File: src/rtl/weight_fetch_sequencer.sv
// weight_fetch_sequencer
//
// Loads one R x S filter of 8-bit weights from memory into the PE array,
// one PE row at a time. Weights are packed four to a 32-bit word, little
// endian, starting at the word-aligned filter base address. Each fetched
// word is unpacked one byte per cycle into a row assembler. When a row is
// complete it is presented to the PE array for one cycle on the row-write
// strobe.
//
// Ports
//   CLK, RESET          clock, synchronous active-high reset
//   start               begin a fetch (sampled only while idle)
//   param_R, param_S    filter height / width, sampled with start
//   weight_base_addr    filter byte base address (bits [1:0] ignored)
//   rd_req, rd_addr     word read request / word-aligned address
//   rd_gnt              request accepted this cycle
//   rd_valid, rd_data   read data return
//   weight_row_wr_en    one-cycle row write strobe
//   weight_row_wr_ctrl  row index being written
//   weight_row_data     row data, column c at bits [8c+7:8c]
//   busy, done, err     status: not idle / completion pulse / sticky bad params
module weight_fetch_sequencer #(
  parameter int DATA_WIDTH = 32,
  parameter int ADDR_WIDTH = 32,
  parameter int PE_ROWS    = 5,
  parameter int PE_COLS    = 5
) (
  input  logic                    CLK,
  input  logic                    RESET,
  input  logic                    start,
  input  logic [3:0]              param_R,
  input  logic [3:0]              param_S,
  input  logic [ADDR_WIDTH-1:0]   weight_base_addr,
  output logic                    rd_req,
  output logic [ADDR_WIDTH-1:0]   rd_addr,
  input  logic                    rd_gnt,
  input  logic                    rd_valid,
  input  logic [DATA_WIDTH-1:0]   rd_data,
  output logic                    weight_row_wr_en,
  output logic [2:0]              weight_row_wr_ctrl,
  output logic [8*PE_COLS-1:0]    weight_row_data,
  output logic                    busy,
  output logic                    done,
  output logic                    err
);

  localparam logic [2:0] S_IDLE   = 3'd0;
  localparam logic [2:0] S_FETCH  = 3'd1;
  localparam logic [2:0] S_WAIT   = 3'd2;
  localparam logic [2:0] S_UNPACK = 3'd3;
  localparam logic [2:0] S_DONE   = 3'd4;

  localparam int BYTES_PER_WORD = DATA_WIDTH / 8;

  logic [2:0]              state_reg;
  logic [ADDR_WIDTH-1:0]   base_reg;
  logic [3:0]              word_idx_reg;
  logic [7:0]              n_reg;         // total weights R*S
  logic [7:0]              cnt_reg;       // weights consumed so far
  logic [1:0]              byte_sel_reg;  // byte lane within the current word
  logic [3:0]              s_reg;
  logic [3:0]              col_reg;
  logic [2:0]              row_idx_reg;
  logic [DATA_WIDTH-1:0]   word_buf_reg;
  logic [8*PE_COLS-1:0]    row_buf_reg;
  logic                    wr_en_reg;
  logic [2:0]              wr_ctrl_reg;
  logic [8*PE_COLS-1:0]    wr_data_reg;
  logic                    err_reg;

  logic                    params_ok;
  logic [7:0]              cur_byte;
  logic [7:0]              word_bytes [BYTES_PER_WORD];
  logic [8*PE_COLS-1:0]    row_with_byte;

  assign params_ok = (param_R != 4'd0) && (param_S != 4'd0) &&
                     (int'(param_R) <= PE_ROWS) && (int'(param_S) <= PE_COLS);

  // Split the buffered word into byte lanes for the unpack mux.
  genvar gi;
  generate
    for (gi = 0; gi < BYTES_PER_WORD; gi++) begin : g_lane
      assign word_bytes[gi] = word_buf_reg[8*gi +: 8];
    end
  endgenerate

  assign cur_byte = word_bytes[byte_sel_reg];

  // Row buffer with the byte being consumed this cycle dropped into its
  // column; this is what gets written when the row completes.
  generate
    for (gi = 0; gi < PE_COLS; gi++) begin : g_col
      assign row_with_byte[8*gi +: 8] = (col_reg == 4'(gi)) ? cur_byte
                                                            : row_buf_reg[8*gi +: 8];
    end
  endgenerate

  always_ff @(posedge CLK) begin
    if (RESET) begin
      state_reg    <= S_IDLE;
      base_reg     <= '0;
      word_idx_reg <= '0;
      n_reg        <= '0;
      cnt_reg      <= '0;
      byte_sel_reg <= '0;
      s_reg        <= '0;
      col_reg      <= '0;
      row_idx_reg  <= '0;
      word_buf_reg <= '0;
      row_buf_reg  <= '0;
      wr_en_reg    <= 1'b0;
      wr_ctrl_reg  <= '0;
      wr_data_reg  <= '0;
      err_reg      <= 1'b0;
    end else begin
      wr_en_reg <= 1'b0;
      case (state_reg)
        S_IDLE: begin
          if (start) begin
            if (params_ok) begin
              err_reg      <= 1'b0;
              base_reg     <= weight_base_addr & ~ADDR_WIDTH'(3);
              n_reg        <= {4'd0, param_R} * {4'd0, param_S};
              s_reg        <= param_S;
              word_idx_reg <= '0;
              cnt_reg      <= '0;
              byte_sel_reg <= '0;
              col_reg      <= '0;
              row_idx_reg  <= '0;
              row_buf_reg  <= '0;
              state_reg    <= S_FETCH;
            end else begin
              // Illegal shape: report straight away without touching memory.
              err_reg   <= 1'b1;
              state_reg <= S_DONE;
            end
          end
        end
        S_FETCH: begin
          if (rd_gnt) state_reg <= S_WAIT;
        end
        S_WAIT: begin
          if (rd_valid) begin
            word_buf_reg <= rd_data;
            byte_sel_reg <= '0;
            state_reg    <= S_UNPACK;
          end
        end
        S_UNPACK: begin
          cnt_reg      <= cnt_reg + 8'd1;
          byte_sel_reg <= byte_sel_reg + 2'd1;
          if (col_reg == s_reg - 4'd1) begin
            wr_en_reg   <= 1'b1;
            wr_ctrl_reg <= row_idx_reg;
            wr_data_reg <= row_with_byte;
            row_buf_reg <= '0;
            col_reg     <= '0;
            row_idx_reg <= row_idx_reg + 3'd1;
          end else begin
            row_buf_reg <= row_with_byte;
            col_reg     <= col_reg + 4'd1;
          end
          // The total count, not the lane, decides completion, so the final
          // word stops after only its valid bytes.
          if (cnt_reg + 8'd1 == n_reg) begin
            state_reg <= S_DONE;
          end else if (byte_sel_reg == 2'(BYTES_PER_WORD - 1)) begin
            word_idx_reg <= word_idx_reg + 4'd1;
            state_reg    <= S_FETCH;
          end
        end
        S_DONE: begin
          state_reg <= S_IDLE;
        end
        default: state_reg <= S_IDLE;
      endcase
    end
  end

  assign rd_req             = (state_reg == S_FETCH);
  assign rd_addr            = base_reg + (ADDR_WIDTH'(word_idx_reg) << 2);
  assign weight_row_wr_en   = wr_en_reg;
  assign weight_row_wr_ctrl = wr_ctrl_reg;
  assign weight_row_data    = wr_data_reg;
  assign busy               = (state_reg != S_IDLE);
  assign done               = (state_reg == S_DONE);
  assign err                = err_reg;

endmodule

File: config.mk
export PLATFORM = sky130hd
export DESIGN_NAME = weight_fetch_sequencer
export DESIGN_NICKNAME = d
export VERILOG_FILES = /design/src/rtl/weight_fetch_sequencer.sv
export SDC_FILE = /design/constraint.sdc
export NUM_CORES = 1
export LEC_CHECK = 0
export CAP_MARGIN = 20
export CORE_MARGIN = 5
export CORE_UTILIZATION = 57
export CTS_CLUSTER_SIZE = 10
export DETAILED_ROUTE_END_ITERATION = 16
export DONT_BUFFER_PORTS = 1
export PLACE_DENSITY = 0.84
export REMOVE_ABC_BUFFERS = 1
export SLEW_MARGIN = 20
export SYNTH_ARGS = -nofsm -noshare
export SYNTH_HDL_FRONTEND = slang
export SYNTH_SLANG_ARGS = --single-unit
File: constraint.sdc
create_clock -name CLK -period 3.2 [get_ports CLK]
set_clock_uncertainty 0.15 [all_clocks]
set_input_delay 0.48 -clock CLK [delete_from_list [all_inputs] [get_ports CLK]]
set_output_delay 0.48 -clock CLK [all_outputs]
set_load 0.02 [all_outputs]
* Yosys cells after proc, flatten, opt, wreduce, memory -nomap -nowiden *
Index checks and enable logic that the tools add are counted.

cells by class
  $add $sub $neg = 7
  multiply operators = 1
  div/mod/pow operators = 0
  $lt $le $gt $ge = 3
  equality and inequality tests = 19
  shift operators = 0
  muxes and demuxes = 39
  bitwise operators = 2
  reductions and logical operators = 20

operators with widths
  kind                 count
  $mux 40              3
  $pmux 40 s2          1
  $mux 8               9
  $add 32x6->32        1
  $mux 3               9
  $mux 4               5
  $bmux 8 s2           1
  $pmux 4 s2           2
  $pmux 8 s2           1
  $ne 2x2->1 const B   6
  $pmux 3 s4           1
  $reduce_and 4->1     3
  $add 4x1->4 const B  2
  $add 8x1->8 const B  1
  $eq 4x2->1 const B   2
  $eq 8x8->1           1
  $le 4x3->1 const B   2
  $mul 4x4->8          1
  $reduce_bool 4->1    2
  $eq 3x2->1 const B   2
  $mux 2               3
  $pmux 2 s3           1
  $pmux 3 s2           1
  $reduce_and 2->1     3
  23 further kinds     28

storage, ports and cells
  bits in registers = 183
  latch bits = 0
  RAM bits = 0
  ROM bits = 0
  bits of input ports = 77
  logic and storage cells = 106
  memories kept = 0

* Longest topological paths before layout *
  depth in word-level cells = 7
  gate-level depth with buffers = 11
  mapped depth without buffers = 11

* Worst setup path before layout *
Ideal clock, no wire load.

  path type = input port to flip-flop
  start = input param_R[0]
  end = register n_reg[7]
  arrival = 2.751 ns
  path slack = 0.237 ns
  stages on the path = 11
  cell sequence = nand2_1 -> fa_1 -> inv_1 -> fa_1 -> ha_1 -> a21o_1 -> a21oi_1 -> o21bai_1 -> a21oi_1 -> or4_1 -> nand3_1

on the way
  word-level cells in the longest chain between the ends = 5
  elaborated cells between the ends (all ways) = 7
  classes of those cells = mul (1); order compare (1); reduce/logical (5)

RTL lines
  element                                                              RTL line  source
  from (decl)                                                          31        input logic [3:0] param_R,
  parallel branches: the longest is 5 deep, another holds $mul 4x4->8  -
  to (signal assigned)                                                 123       n_reg <= {4'd0, param_R} * {4'd0, param_S};
  to (decl)                                                            58        logic [7:0] n_reg;

Several ways; the timed one is not identified.
A chain may end at the register's enable or synchronous reset.

* Worst setup path in the final report *
  start = register base_reg[2]
  end = output rd_addr[30]

on the way
  word-level cells in the longest chain between the ends = 1

RTL lines
  element                 RTL line  source
  from (decl)             56        logic [ADDR_WIDTH-1:0] base_reg;
  from (signal assigned)  122       base_reg <= weight_base_addr & ~ADDR_WIDTH'(3);
  $add 32x6->32           181       assign rd_addr = base_reg + (ADDR_WIDTH'(word_idx_reg) << 2);
  to (decl)               35        output logic [ADDR_WIDTH-1:0] rd_addr,

No other way between the ends.

==> reports/qor.csv <==
stage,metric,value,unit
final_layout,final cell area excluding filler cells,0.00960,mm²
setup_path,critical-path maximum fanout,5,
setup_path,WP data arrival,2.47,ns
setup_path,cell at the slowest stage of the critical path,fa_2,
cts,number of sinks on the clock net,183,
route,drt pass-1 iters,6,
yosys,cell type with the largest total area after synthesis,dfxtp_1,
yosys,number of synthesized register bits,183,
route,routed via count divided by cell count,5.87,
cts,clock buffers created by TritonCTS,17,
timing,achievable clock frequency,0.322,GHz
floorplanning,number of placement rows,45,
yosys,fraction of synthesized cell area taken by the top area cell type,42.2,%
yosys,sequential cell area fraction in the yosys report,42.2,%
floorplanning,die boundary height,133,µm
final_layout,NumNets Final,1154,
place,HPWL reported at the end of detailed placement,13200,µm
setup_path,Worst path max stage delay,0.38,ns
timing,Final Cycle Share,97.0,%
pwr,P per Cell Area,516,mW/mm²
yosys,average instance area after synthesis,8.16,µm²
yosys,summed instance area of the synthesized netlist,0.00868,mm²
setup_path,"Cell Chain, Critical Path","ha_2, inv_1, fa_2, nor2b_2, o21ai_2, a21boi_1, buf_4, and2_4, nand4_1, xnor2_1, buf_4",
route,final wirelength,21100,µm
cts,cell at the root of the clock tree,clkbuf_16,
setup_path,cell class contributing the biggest share of worst-path delay,adder cells,
timing,minimum period implied by the final worst setup slack,3.10,ns
timing,final hold viol count,0,
cts,Skew-Pair Late Insertion Delay,0.43,ns
cts,clock transition time at the flip-flop clock pins of the worst setup and hold paths,0.07,ns
setup_path,most numerous cell on the critical path,buf_4,
route,via total after detailed routing,7323,
final_layout,Antenna diodes,0,
place,Inst Count DP,1208,
grt,All-Layer GR Usage,23.2,%
pwr,leakage power total,3.36,nW
grt,first-pass GRT wire length,33800,µm
grt,vias in the first global route,6933,
floorplanning,core area,0.0151,mm²
place,RePlAce Congestion,0.860,
yosys,gate count of the mapped netlist,1064,
setup_path,CP Data Required Time,2.57,ns
floorplanning,Initial Util,57.6,%
setup_path,count of buffering cells on the critical path with inverters included,3,
yosys,most used standard cell by instance count after synthesis,nand2_1,
route,Antenna Nets Post-Route,0,
timing,pins over their slew limit,0,
pwr,Max VDD drop,386,µV
yosys,share of async-settable or async-resettable flops after synthesis,0,%
yosys,list of most frequent post-synthesis cells,"nand2_1 (236), dfxtp_1 (183), nor2_1 (136)",
yosys,number of flops mapped to enable cells by yosys,0,
route,# DRC,0,
run_status,result of the run,finished clean,
timing,slew of the pin with the lowest slew margin,1.13,ns
yosys,ys flop type,dfxtp_1,
final_layout,Filler cells,1260,
timing,Slew headroom,24.6,%
grt,antenna violations before repair,0,
final_layout,growth of design area from synthesis to finish,10.6,%
floorplanning,DIE AREA,0.0178,mm²
cts,CTS Buffer Depth,2,
setup_path,crit path capture type,primary output,
setup_path,start-to-end type of the worst setup path,register to primary output,
setup_path,crit path launch type,register,
cts,number of H-tree branching levels,4,
floorplanning,Ports,157,
worst_hold_path,worst min-delay path category,input port to register,
place,number of I/O port buffers,0,
floorplanning,chip width,133,µm
place,Placed Instance Area,0.00882,mm²
route,DR iter-0 viols,482,
route,routed len/inst,16.9,µm
cts,clock tree from TritonCTS,done,
grt,largest net degree at the start of global routing,57,
run,maxcap violations,0,
grt,total congestion overflow,0,
final_layout,fraction of layout cells with a size suffix above 1,8.77,%
yosys,Synth area leaders,"dfxtp_1 (42%), nand2_1 (10%), a21oi_1 (6.1%), nor2_1 (5.9%), ha_1 (3.6%)",
yosys,synth warn,0,
timing,number of endpoints failing setup at the final stage,0,
yosys,Unique masters post-synth,59,
final_layout,final cell count without fillers,1248,
==> path summary, 6_finish.rpt <==
check	startpoint	end	slack [ns]	depth (start not counted)
worst min register to register	word_buf_reg[21]	word_buf_reg[21]	0.30	2
worst max register to register	cnt_reg[0]	state_reg[1]	0.43	8
worst min-delay path	rd_data[14]	word_buf_reg[14]	0.02	2
worst max-delay path	base_reg[2]	rd_addr[30]	0.1	11
==> power by group <==
group	internal (mW)	switching, mW	total [mW]	leakage, nW
clock network	1.26	0.942	2.20	0.300
logic	0.137	0.263	0.400	1.58
registers	2.31	0.0444	2.35	1.48
==> stage by stage <==
step	TNS [ns]	total power, mW	hold WS [ns]	util (%)	setup slack [ns]
2_1_floorplan	-111.44	2.66	0.277	-	-2.11
3_5_place_dp	0	2.75	0.294	58.5	0.0903
6_report	0	4.95	0.0219	63.6	0.0951
4_1_cts	0	4.96	0.0150	63.1	0.0193
3_3_place_gp	0	2.75	0.286	58.5	0.158
5_1_grt	-0.0707	5.12	0.0137	63.6	-0.0385
==> repair_timing <==
item	CTS	global route
cloned	0	0
endpoints found under the hold margin	12	0
setup endpoints to repair	4	16
pin swaps	0	3
hold buffers	5	0
buffers inserted	0	3
gates resized for setup	2	12
==> final cells by class <==
class	count	area, µm²	area share [%]
timing repair buffer	33	300	3.13
clock buffer	19	433	4.51
clock inverter	13	185	1.93
inverter	16	60.1	0.625
tap	188	235	2.45
multi-input combinational	796	4720	49.2
sequential	183	3670	38.2
==> worst register-to-register path: stages (launching register included) <==
cell,delay [ns]
dfxtp_1,0.46
ha_1,0.30
nand3_1,0.20
or3b_2,0.54
nand4_1,0.16
nor4_2,0.09
buf_4,0.16
or4b_1,0.50
a21oi_1,0.13
==> layer usage <==
metal	wire (µm)	global-route usage (%)	vias to the layer above
met2	10100	38.8	260
met3	1670	6.95	37
li1	-	-	3583
met5	0	0	-
met1	8800	28.2	3443
met4	501	8.74	0
==> logic make-up (layout without fill, tap and decap cells) <==
group           Yosys count  in the layout  share of synthesized area [%]
compound gates          196            196                           14.3
xor+xnor                 50             50                           5.04
fa+ha+maj                30             30                           4.75
buf+inv                  86             81                           4.44
flops                   183            183                           42.2
mux                      31             31                           4.73
other cells               1              2                         0.0432
simple gates            487            487                           24.5
==> cell usage in the layout (no fill, tap or decap), types with 5 or more instances in the layout <==
cell type    n
buf_4       27
xor2_1      15
a211oi_1    11
nor3_1      13
nor2b_1      5
ha_1        24
dfxtp_1    182
mux4_2       8
clkbuf_16   17
a311oi_1    33
nor2_1     135
nand2_1    236
nor3b_1      5
nand3_1     21
xnor2_1     30
a22oi_1      9
mux2i_1     23
inv_1       16
nand4_1     11
and2_1      19
and3_1      10
o21ai_0      8
a21oi_1    105
(Power assumes the default switching activity.)
